**src/rtl/occ_pkg.sv**
```systemverilog
// Shared types and defaults for the Occ fetch cache.
// Cache geometry is derived from the Occ address width.
package occ_pkg;

  localparam int DEF_ADDR_W = 8;
  localparam int DEF_DATA_W = 32;
  localparam int DEF_IDX_W  = 4;
  localparam int DEF_CNT_W  = 16;

  typedef enum logic [2:0] {
    S_IDLE   = 3'd0,
    S_LOOKUP = 3'd1,
    S_FILL   = 3'd2,
    S_RESP   = 3'd3,
    S_HOLD   = 3'd4
  } state_e;

  function automatic int tag_w(input int addr_w, input int idx_w);
    return addr_w - idx_w;
  endfunction

endpackage

```
**src/rtl/occ_cache_array.sv**
```systemverilog
// Direct-mapped one-word-per-line storage.
// Combinational read, synchronous write, flushable valid bits.
module occ_cache_array
  import occ_pkg::*;
#(
  parameter int IDX_W  = DEF_IDX_W,
  parameter int TAG_W  = tag_w(DEF_ADDR_W, DEF_IDX_W),
  parameter int DATA_W = DEF_DATA_W
) (
  input  logic              clk,
  input  logic              rst,
  input  logic              flush_i,
  input  logic              we_i,
  input  logic [IDX_W-1:0]  widx_i,
  input  logic [TAG_W-1:0]  wtag_i,
  input  logic [DATA_W-1:0] wdata_i,
  input  logic [IDX_W-1:0]  ridx_i,
  output logic              rvalid_o,
  output logic [TAG_W-1:0]  rtag_o,
  output logic [DATA_W-1:0] rdata_o
);

  localparam int LINES = 2 ** IDX_W;

  logic [LINES-1:0] valid_q, valid_d;
  logic [TAG_W-1:0]  tag_mem  [LINES];
  logic [DATA_W-1:0] data_mem [LINES];

  // A fill on the flush edge keeps its own line valid.
  always_comb begin
    valid_d = flush_i ? '0 : valid_q;
    if (we_i) valid_d[widx_i] = 1'b1;
  end

  always_ff @(posedge clk or posedge rst) begin
    if (rst) valid_q <= '0;
    else     valid_q <= valid_d;
  end

  always_ff @(posedge clk) begin
    if (we_i) begin
      tag_mem[widx_i]  <= wtag_i;
      data_mem[widx_i] <= wdata_i;
    end
  end

  assign rvalid_o = valid_q[ridx_i];
  assign rtag_o   = tag_mem[ridx_i];
  assign rdata_o  = data_mem[ridx_i];

endmodule

```
**src/rtl/occ_fetch_cache.sv**
```systemverilog
// Occ request front-end: direct-mapped cache with a
// req/ack miss path and saturating hit/miss counters.
module occ_fetch_cache
  import occ_pkg::*;
#(
  parameter int ADDR_W = DEF_ADDR_W,
  parameter int DATA_W = DEF_DATA_W,
  parameter int IDX_W  = DEF_IDX_W,
  parameter int CNT_W  = DEF_CNT_W
) (
  input  logic              clk,
  input  logic              rst,
  input  logic              ce_i,
  input  logic [ADDR_W-1:0] addr_i,
  output logic [DATA_W-1:0] data_o,
  output logic              data_valid_o,
  output logic              mem_req_o,
  output logic [ADDR_W-1:0] mem_addr_o,
  input  logic [DATA_W-1:0] mem_rdata_i,
  input  logic              mem_ack_i,
  input  logic              flush_i,
  output logic [CNT_W-1:0]  hit_cnt_o,
  output logic [CNT_W-1:0]  miss_cnt_o
);

  localparam int TAG_W = tag_w(ADDR_W, IDX_W);

  state_e            state_q, state_d;
  logic [ADDR_W-1:0] req_addr_q, req_addr_d;
  logic [ADDR_W-1:0] mem_addr_q, mem_addr_d;
  logic [DATA_W-1:0] data_q, data_d;
  logic              dvalid_q, dvalid_d;
  logic              mem_req_q, mem_req_d;
  logic [CNT_W-1:0]  hit_cnt_q, hit_cnt_d;
  logic [CNT_W-1:0]  miss_cnt_q, miss_cnt_d;

  logic [IDX_W-1:0]  idx;
  logic [TAG_W-1:0]  tag;
  logic              line_valid;
  logic [TAG_W-1:0]  line_tag;
  logic [DATA_W-1:0] line_data;
  logic              hit;
  logic              fill_we;

  assign idx     = req_addr_q[IDX_W-1:0];
  assign tag     = req_addr_q[ADDR_W-1:IDX_W];
  assign hit     = line_valid && (line_tag == tag);
  assign fill_we = (state_q == S_FILL) && mem_ack_i;

  occ_cache_array #(
    .IDX_W  (IDX_W),
    .TAG_W  (TAG_W),
    .DATA_W (DATA_W)
  ) u_array (
    .clk      (clk),
    .rst      (rst),
    .flush_i  (flush_i),
    .we_i     (fill_we),
    .widx_i   (idx),
    .wtag_i   (tag),
    .wdata_i  (mem_rdata_i),
    .ridx_i   (idx),
    .rvalid_o (line_valid),
    .rtag_o   (line_tag),
    .rdata_o  (line_data)
  );

  always_comb begin
    state_d    = state_q;
    req_addr_d = req_addr_q;
    mem_addr_d = mem_addr_q;
    data_d     = data_q;
    dvalid_d   = 1'b0;
    mem_req_d  = mem_req_q;
    hit_cnt_d  = hit_cnt_q;
    miss_cnt_d = miss_cnt_q;
    unique case (state_q)
      S_IDLE: begin
        if (ce_i) begin
          req_addr_d = addr_i;
          state_d    = S_LOOKUP;
        end
      end
      S_LOOKUP: begin
        if (hit) begin
          data_d   = line_data;
          dvalid_d = 1'b1;
          if (~&hit_cnt_q) hit_cnt_d = hit_cnt_q + 1'b1;
          state_d  = S_HOLD;
        end else begin
          mem_req_d  = 1'b1;
          mem_addr_d = req_addr_q;
          if (~&miss_cnt_q) miss_cnt_d = miss_cnt_q + 1'b1;
          state_d    = S_FILL;
        end
      end
      S_FILL: begin
        if (mem_ack_i) begin
          mem_req_d = 1'b0;
          data_d    = mem_rdata_i;
          state_d   = S_RESP;
        end
      end
      S_RESP: begin
        dvalid_d = 1'b1;
        state_d  = S_HOLD;
      end
      // Wait for the accelerator to drop ce_i before serving again.
      S_HOLD: begin
        if (!ce_i) state_d = S_IDLE;
      end
      default: state_d = S_IDLE;
    endcase
  end

  always_ff @(posedge clk or posedge rst) begin
    if (rst) begin
      state_q    <= S_IDLE;
      req_addr_q <= '0;
      mem_addr_q <= '0;
      data_q     <= '0;
      dvalid_q   <= 1'b0;
      mem_req_q  <= 1'b0;
      hit_cnt_q  <= '0;
      miss_cnt_q <= '0;
    end else begin
      state_q    <= state_d;
      req_addr_q <= req_addr_d;
      mem_addr_q <= mem_addr_d;
      data_q     <= data_d;
      dvalid_q   <= dvalid_d;
      mem_req_q  <= mem_req_d;
      hit_cnt_q  <= hit_cnt_d;
      miss_cnt_q <= miss_cnt_d;
    end
  end

  assign data_o       = data_q;
  assign data_valid_o = dvalid_q;
  assign mem_req_o    = mem_req_q;
  assign mem_addr_o   = mem_addr_q;
  assign hit_cnt_o    = hit_cnt_q;
  assign miss_cnt_o   = miss_cnt_q;

endmodule

```
**config.mk**
```make
export PLATFORM = sky130hd
export DESIGN_NAME = occ_fetch_cache
export DESIGN_NICKNAME = d
export VERILOG_FILES = /design/src/rtl/occ_pkg.sv /design/src/rtl/occ_cache_array.sv /design/src/rtl/occ_fetch_cache.sv
export SDC_FILE = /design/constraint.sdc
export NUM_CORES = 1
export LEC_CHECK = 0
export CAP_MARGIN = 30
export CORE_AREA = 2 2 224 226
export CTS_CLUSTER_DIAMETER = 30
export DETAILED_ROUTE_END_ITERATION = 8
export DIE_AREA = 0 0 226 228
export GPL_ROUTABILITY_DRIVEN = 0
export PLACE_DENSITY = 0.75
export SETUP_SLACK_MARGIN = 0.02
export SLEW_MARGIN = 20
export SYNTH_ARGS = -nofsm -noshare
export SYNTH_HDL_FRONTEND = slang
export SYNTH_HIERARCHICAL = 1
export SYNTH_SLANG_ARGS = --single-unit
export TNS_END_PERCENT = 5
```
**constraint.sdc**
```tcl
create_clock -name clk -period 4 [get_ports clk]
set_input_delay 0.8 -clock clk [delete_from_list [all_inputs] [get_ports clk]]
set_output_delay 0.8 -clock clk [all_outputs]
set_load 0.05 [all_outputs]
```
==> results of run 1 <==
[cell usage in the layout (no fill, tap or decap), types with 16 or more instances in the layout]
| master | Yosys | routed |
|---|---|---|
| sky130_fd_sc_hd__clkdlybuf4s50_1 | 0 | 118 |
| sky130_fd_sc_hd__clkinvlp_4 | 0 | 18 |
| sky130_fd_sc_hd__a21o_1 | 16 | 16 |
| sky130_fd_sc_hd__mux4_2 | 148 | 148 |
| sky130_fd_sc_hd__buf_4 | 7 | 51 |
| sky130_fd_sc_hd__o21ai_1 | 33 | 32 |
| sky130_fd_sc_hd__mux2i_1 | 32 | 32 |
| sky130_fd_sc_hd__xor2_1 | 20 | 20 |
| sky130_fd_sc_hd__clkbuf_16 | 0 | 119 |
| sky130_fd_sc_hd__nand2_1 | 85 | 85 |
| sky130_fd_sc_hd__a22oi_1 | 74 | 74 |
| sky130_fd_sc_hd__edfxtp_1 | 576 | 576 |
| sky130_fd_sc_hd__dfrtp_1 | 101 | 99 |
[worst max path at each step]
| stage | startpoint | to | slack, ns | cells past startpoint |
|---|---|---|---|---|
| final | req_addr_q[0] | hit_cnt_o[1] | 0.61 | 8 |
| after global routing | req_addr_q[0] | data_o[16] | 0.36 | 9 |
| after global placement | req_addr_q[0] | hit_cnt_o[1] | 0.69 | 8 |
| after floorplan | mem_ack_i | u_array/data_mem[8][0] | -0.14 | 4 |
| after detailed placement | req_addr_q[0] | hit_cnt_o[1] | 0.60 | 8 |
| after CTS | req_addr_q[0] | data_o[13] | 0.59 | 9 |
[worst reg2reg max path: stages, from the launching register on]
cell                      delay (ns)
sky130_fd_sc_hd__dfrtp_4        0.77
sky130_fd_sc_hd__mux4_2         0.64
sky130_fd_sc_hd__a22oi_1        0.23
sky130_fd_sc_hd__nand2_1        0.09
sky130_fd_sc_hd__xnor2_1        0.15
sky130_fd_sc_hd__nand3_1        0.23
sky130_fd_sc_hd__or3_1          0.58
sky130_fd_sc_hd__nor2_1         0.24
sky130_fd_sc_hd__mux2_1         0.34
[stage by stage]
stage                     setup slack, ns  power [W]
after CTS                           0.595     0.0253
after detailed placement            0.604     0.0151
after global placement              0.690     0.0150
after floorplan                    -0.140     0.0132
final                               0.609     0.0251
after global routing                0.356     0.0260
[routing by layer]
layer / vias to the layer above / part of all wire, % / wire (um)
li1: 5786 / - / -
met1: 7329 / 38 / 23600
met2: 737 / 51 / 31200
met3: 121 / 8.1 / 4980
met4: 0 / 2.6 / 1600
met5: - / 0 / 0
[logic make-up (layout without fill, tap and decap cells)]
family	Yosys count	count (layout)	share of synthesized area (%)
AO/OA/AOI/OAI	128	128	3.36
AND/OR/NAND/NOR	181	181	3.55
buffers and inverters	71	400	1.39
adder cells (fa/ha/maj)	2	2	0.0956
flip-flops	677	677	75.7
multiplexers	198	198	14.7
XOR/XNOR	34	34	1.14
[flip-flops by register name, summed over array words and instances (netlist names), 8 cells and up]
name and flops:
u_array/data_mem 512, data_o 32, u_array/tag_mem 64, req_addr_q 8, miss_cnt_o 16, mem_addr_o 8, hit_cnt_o 16, u_array/valid_q 16
[area by class of cell]
class,count,area (um^2)
tap,672,841
sequential,677,19800
clock inverter,83,947
inverter,6,25.0
multi-input combinational,543,6130
fill,3084,16800
timing repair buffer,173,1640
clock buffer,138,3120
[power breakdown]
part	leakage [nW]	internal (W)	total, W	switching (W)
clock	1.94	0.00653	0.0100	0.00352
combinational	2.89	0.00262	0.00622	0.00360
sequential	6.50	0.00828	0.00884	0.000558
total	11.3	0.0174	0.0251	0.00768
[synthesized netlist by cell type (2+ instances only)]
| master | number |
|---|---|
| sky130_fd_sc_hd__nor3_2 | 2 |
| sky130_fd_sc_hd__a22oi_1 | 74 |
| sky130_fd_sc_hd__buf_1 | 8 |
| sky130_fd_sc_hd__nor4_2 | 4 |
| sky130_fd_sc_hd__a21o_1 | 16 |
| sky130_fd_sc_hd__buf_2 | 9 |
| sky130_fd_sc_hd__o21ai_1 | 33 |
| sky130_fd_sc_hd__inv_1 | 6 |
| sky130_fd_sc_hd__ha_1 | 2 |
| sky130_fd_sc_hd__and4_1 | 3 |
| sky130_fd_sc_hd__and3_1 | 2 |
| sky130_fd_sc_hd__nand2_1 | 85 |
| sky130_fd_sc_hd__edfxtp_1 | 576 |
| sky130_fd_sc_hd__nand3b_1 | 2 |
| sky130_fd_sc_hd__nand3_1 | 14 |
| sky130_fd_sc_hd__mux2i_1 | 32 |
| sky130_fd_sc_hd__xor2_1 | 20 |
| sky130_fd_sc_hd__and2_1 | 4 |
| sky130_fd_sc_hd__nor4_1 | 6 |
| sky130_fd_sc_hd__buf_4 | 7 |
| sky130_fd_sc_hd__nor2b_1 | 2 |
| sky130_fd_sc_hd__nor3_1 | 9 |
| sky130_fd_sc_hd__mux2_1 | 10 |
| sky130_fd_sc_hd__mux2_2 | 8 |
| sky130_fd_sc_hd__xnor2_1 | 14 |
| sky130_fd_sc_hd__nand4_1 | 9 |
| sky130_fd_sc_hd__nand2b_1 | 4 |
| sky130_fd_sc_hd__clkbuf_1 | 33 |
| sky130_fd_sc_hd__buf_6 | 8 |
| sky130_fd_sc_hd__or3b_1 | 2 |
| sky130_fd_sc_hd__nor2_1 | 19 |
| sky130_fd_sc_hd__or3_1 | 2 |
| sky130_fd_sc_hd__mux4_2 | 148 |
| sky130_fd_sc_hd__nor3b_1 | 4 |
| sky130_fd_sc_hd__nor4b_1 | 2 |
| sky130_fd_sc_hd__dfrtp_1 | 101 |
==> reports/results.md, run 1 <==
### Synth
- **sequential cell area fraction in the yosys report** 75.7%
- **post-synthesis area per instance** 20.3 um^2
- **Ys Warns** 6
- **Synth Net Count** 1338
- **fraction of registers with async set or reset after synthesis** 14.9%
- **top cells by area in the synthesized netlist** sky130_fd_sc_hd__edfxtp_1, sky130_fd_sc_hd__mux4_2, sky130_fd_sc_hd__dfrtp_1
- **distinct cell type count of the synthesized netlist** 47
- **number of cells produced by synthesis** 1291
- **flop and latch count out of synthesis** 677
- **top_reg_cell synth** sky130_fd_sc_hd__edfxtp_1
- **leading area contributor after synthesis** sky130_fd_sc_hd__edfxtp_1
- **count of flip-flops with a built-in enable after synthesis** 576
- **synthesized cell area** 26200 um^2
- **area share of the largest cell type after synthesis** 66.1%

### Global routing
- **Overall Global Routing Usage** 24.6%
- **pin count of the biggest net entering global routing** 58
- **GRT met3 Usage** 4.74%
- **met2 usage** 40.5%
- **global-route layer with the greatest usage** met2
- **GR Util met1** 33.3%
- **global route total overflow** 0
- **number of global-route vias before repair** 14700
- **number of antenna violations at the first check in global routing** 0
- **first-pass GRT wire length** 92700 um

### Clock tree
- **cts repair resizes** 0
- **Post-CTS Setup Repair Bufs** 0
- **Num Clock Sinks** 677
- **maximum level of the CTS H-tree** 3
- **Max Buffers Root-to-Sink** 3
- **hold_buf cts** 0
- **Clk pin slew, worst setup/hold paths** 0.05 ns
- **cts bufs inserted** 116
- **Root Buffer Master** sky130_fd_sc_hd__clkbuf_16
- **TritonCTS clock tree** done
- **insertion delay to the later sink of the worst-skew pair** 0.65 ns

### Die
- **die span in x** 226 um
- **Initial Util** 53.0%
- **Total Die Area** 51500 um^2
- **row count** 82
- **count of pins on the block boundary** 119
- **Core Footprint** 49300 um^2
- **floorplan die height** 228 um

### Flow run
- **MaxCap Viol Count** 0

### STA
- **crit share post-route** 84.8%
- **unrepaired setup endpoints after global routing** no
- **number of pins exceeding their max-slew limit in the final report** 0
- **fmax** 0.295 GHz
- **worst relative slew slack** 44.5%
- **final setup vio count** 0
- **clock period minus final worst setup slack** 3.39 ns
- **number of endpoints with negative hold slack in the final report** 0
- **worst slew pin tran** 0.833 ns
- **Hold WS** 0.481 ns
- **worst clock skew** 0.0204 ns
- **Sum Neg Setup Slack** 0 ns

### Setup path
- **critical path endpoint category** flip-flop
- **path type of the worst setup path** flip-flop to flip-flop
- **cell family contributing the most delay on the critical path** simple AND/OR/NAND/NOR gates
- **maximum fanout along the worst path** 30
- **Slowest cell on crit path** sky130_fd_sc_hd__dfrtp_4
- **start of the worst register-to-register path** req_addr_q[0]
- **sum of buffers and inverters on the critical path** 0
- **Required @ worst endpoint** 4.53 ns
- **FF-to-FF path depth** 8
- **Reg2Reg Capture Point** hit_cnt_o[1]
- **critical path arrival** 3.92 ns
- **internal reg-to-reg setup slack** 0.61 ns
- **Critical Path, Cell by Cell** mux4_2 > a22oi_1 > nand2_1 > xnor2_1 > nand3_1 > or3_1 > nor2_1 > mux2_1
- **delay of the slowest critical-path stage** 0.77 ns
- **Critical Path Start Type** flip-flop

### Drt
- **number of iterations in the first detailed-routing pass** 5
- **DRC violations left** 0
- **violation count after the first detailed-route iteration** 1426
- **ANT nets after route** 0
- **DRT Wirelength** 61400 um
- **via density per instance** 6.10
- **wire length per cell** 26.8 um
- **total vias in the final route** 14000

### Power
- **power per cell area** 772 nW/um^2
- **Leakage** 11.3 nW
- **largest vdd supply drop** 0.517 mV

### Min path
- **class of the tightest hold or removal check** flip-flop to flip-flop
- **Hold Path End** u_array/valid_q[12]
- **worst hold path startpoint** u_array/valid_q[12]
- **WHS Path Cells** 1

### Placement
- **total half-perimeter wirelength after legalization and detailed placement** 32900 um
- **number of buffers inserted by port buffering** 118
- **cell area reported after detailed placement** 28500 um^2
- **cell count after placement** 2071

### Cells and area
- **fin cells** 2292
- **antenna cells** 0
- **Nets** 1564
- **utilization after layout** 65.9%
- **post-synthesis to final-layout area growth** 24.3%
- **share of final-layout standard cells stronger than drive strength 1** 27.7%
- **area of all placed cells without fillers** 32500 um^2

### Run status
- **outcome** completed

Power figures use the tool's default switching activity.
==> run 2: changes to the inputs <==
clock period = 3.1 ns   (was 4 ns; I/O delays follow)
==> run 2 against run 1 <==
  * Critical path depth rose by 1
  * Clock power rose by 28%
  * Global-route usage fell by 0.21 points
  * Flip-flop and latch count did not move
  * Sequential power rose by 28%
  * Final cell count rose by 0.83%
  * Design area rose by 1.3%
  * Clock-buffer cell count fell by 4
  * Core utilization rose by 0.86 points
  * Critical path type unchanged
  * Largest power group unchanged
  * Highest routed layer unchanged
==> reports/results.md, run 2 (synthesis gave the netlist of run 1 again) <==
### Cells and area
- **area of all placed cells without fillers** 33000 um^2, +1.3%
- **post-synthesis to final-layout area growth** 26.0%
- **share of final-layout standard cells stronger than drive strength 1** 28.4%, +0.65 points
- **most frequent cells in the layout** sky130_fd_sc_hd__edfxtp_1, sky130_fd_sc_hd__mux4_2, sky130_fd_sc_hd__clkdlybuf4s50_1
- **Nets** 1585, +1.3%
- **utilization after layout** 66.8%, +0.86 points
- **most common cell after layout, fill and taps aside** sky130_fd_sc_hd__edfxtp_1
- **fin cells** 2311, +0.83%
- **max FFs per register** 512, unchanged
- **register with the highest flop count** u_array/data_mem
- **antenna cells** 0, unchanged

### Drt
- **via density per instance** 5.98, -2.0%
- **wire length per cell** 26.4 um, -1.4%
- **WL met1** 23300 um, -1.4%
- **length of routed met3 wiring** 4050 um, -19%
- **number of iterations in the first detailed-routing pass** 6, +1
- **total vias in the final route** 13800, -1.2%
- **top metal layer carrying routed signals** met4
- **wire length on met2** 31700 um, +1.6%
- **DRT Wirelength** 61000 um, -0.63%
- **violation count after the first detailed-route iteration** 1418, -0.56%
- **ANT nets after route** 0, unchanged
- **DRC violations left** 0, unchanged

### Setup path
- **maximum fanout along the worst path** 8, -73%
- **critical path endpoint category** flip-flop
- **path type of the worst setup path** flip-flop to flip-flop
- **critical path arrival** 3.48 ns, -0.44 ns
- **Critical Path Start Type** flip-flop
- **Required @ worst endpoint** 3.62 ns, -0.91 ns

### Clock tree
- **Max Buffers Root-to-Sink** 3, unchanged
- **Clk pin slew, worst setup/hold paths** 0.05 ns, about the same
- **insertion delay to the later sink of the worst-skew pair** 0.67 ns, +0.02 ns
- **TritonCTS clock tree** done
- **cts bufs inserted** 113, -2.6%
- **hold_buf cts** 0, unchanged
- **maximum level of the CTS H-tree** 3, unchanged
- **Root Buffer Master** sky130_fd_sc_hd__clkbuf_16
- **Num Clock Sinks** 677, unchanged

### Run status
- **outcome** completed

### Global routing
- **number of antenna violations at the first check in global routing** 0, unchanged
- **first-pass GRT wire length** 91600 um, -1.2%
- **pin count of the biggest net entering global routing** 55, -5.2%
- **number of global-route vias before repair** 14600, -1.3%
- **global route total overflow** 0, unchanged
- **Overall Global Routing Usage** 24.4%, -0.21 points

### Die
- **count of pins on the block boundary** 119, unchanged
- **Total Die Area** 51500 um^2, unchanged
- **row count** 82, unchanged
- **Initial Util** 53.0%, unchanged
- **Core Footprint** 49300 um^2, unchanged
- **die span in x** 226 um, unchanged
- **floorplan die height** 228 um, unchanged

### STA
- **worst clock skew** 0.0385 ns, +0.0181 ns
- **crit path setup slack, layout** 0.139 ns, -0.471 ns
- **worst relative slew slack** 44.8%, +0.27 points
- **worst slew pin tran** 0.826 ns, -0.00716 ns
- **unrepaired setup endpoints after global routing** no
- **final setup vio count** 0, unchanged
- **clock period minus final worst setup slack** 2.96 ns, -0.429 ns
- **fmax** 0.338 GHz, +14%
- **Hold WS** 0.389 ns, -0.0918 ns
- **crit share post-route** 95.5%, +11 points
- **number of pins exceeding their max-slew limit in the final report** 0, unchanged
- **number of endpoints with negative hold slack in the final report** 0, unchanged

### Placement
- **number of buffers inserted by port buffering** 118, unchanged
- **total half-perimeter wirelength after legalization and detailed placement** 31900 um, -3.1%
- **cell count after placement** 2087, +0.77%
- **worst slack, placed** 0.0187 ns, -0.585 ns
- **cell area reported after detailed placement** 28900 um^2, +1.4%

### Min path
- **class of the tightest hold or removal check** primary input to asynchronous set/reset pin

### Power
- **largest vdd supply drop** 0.734 mV, +42%
- **Leakage** 11.5 nW, +1.4%
- **power per cell area** 988 nW/um^2, +28%

### Flow run
- **MaxCap Viol Count** 0, unchanged

[run 2: metal layers]
layer / vias to the layer above / GRT usage (%)
met4: 0 / 10.7
li1: 5823 / -
met1: 7198 / 31.9
met2: 657 / 40.4
met5: - / 0
met3: 133 / 4.31
[run 2: final timing paths]
| kind | start | to | slack, ns | cells past startpoint |
|---|---|---|---|---|
| hold / removal | rst | miss_cnt_o[8] | 0.39 | 2 |
| setup / recovery | req_addr_q[0] | hit_cnt_o[1] | 0.14 | 9 |
| hold reg to reg | u_array/valid_q[14] | u_array/valid_q[14] | 0.48 | 1 |
| max in group asynchronous | rst | hit_cnt_o[14] | 2.02 | 3 |
| setup reg to reg | req_addr_q[0] | hit_cnt_o[1] | 0.14 | 9 |
| min in group clk | u_array/valid_q[14] | u_array/valid_q[14] | 0.48 | 1 |
[run 2: final cells by class]
type | instances | area [um^2]
clock buffers | 134 | 2980
multi-input cells | 543 | 6170
repair buffers | 197 | 2120
fillers | 3066 | 16400
flip-flops and latches | 677 | 19800
well taps | 672 | 841
clock inverters | 82 | 1010
inverters | 6 | 25.0
[run 2: through the flow]
step                total power, W  setup TNS, ns
global placement            0.0195              0
global route                0.0337              0
CTS                         0.0327              0
floorplan                   0.0170         -87.58
detailed placement          0.0197              0
finish                      0.0326              0
[run 2: what timing repair did]
action | 4_1_cts | 5_1_grt
buffers inserted | 4 | 4
pin swaps | 0 | 0
endpoints found under the hold margin | 0 | 0
endpoints found under the setup margin | 7 | 56
gates resized for setup | 1 | 4
[run 2: worst max-delay path: stages (launching register included)]
cell                      delay (ns)
sky130_fd_sc_hd__dfrtp_4        0.50
sky130_fd_sc_hd__buf_4          0.16
sky130_fd_sc_hd__mux4_2         0.52
sky130_fd_sc_hd__a22oi_1        0.25
sky130_fd_sc_hd__nand2_1        0.13
sky130_fd_sc_hd__xnor2_2        0.19
sky130_fd_sc_hd__nand2_1        0.15
sky130_fd_sc_hd__or3_4          0.42
sky130_fd_sc_hd__nor2_2         0.18
sky130_fd_sc_hd__mux2_1         0.33
[run 2: where the power goes]
group | leakage (nW) | switching, W | internal [W]
clock network | 1.90 | 0.00451 | 0.00827
registers | 6.50 | 0.000598 | 0.0107
logic | 3.09 | 0.00486 | 0.00364
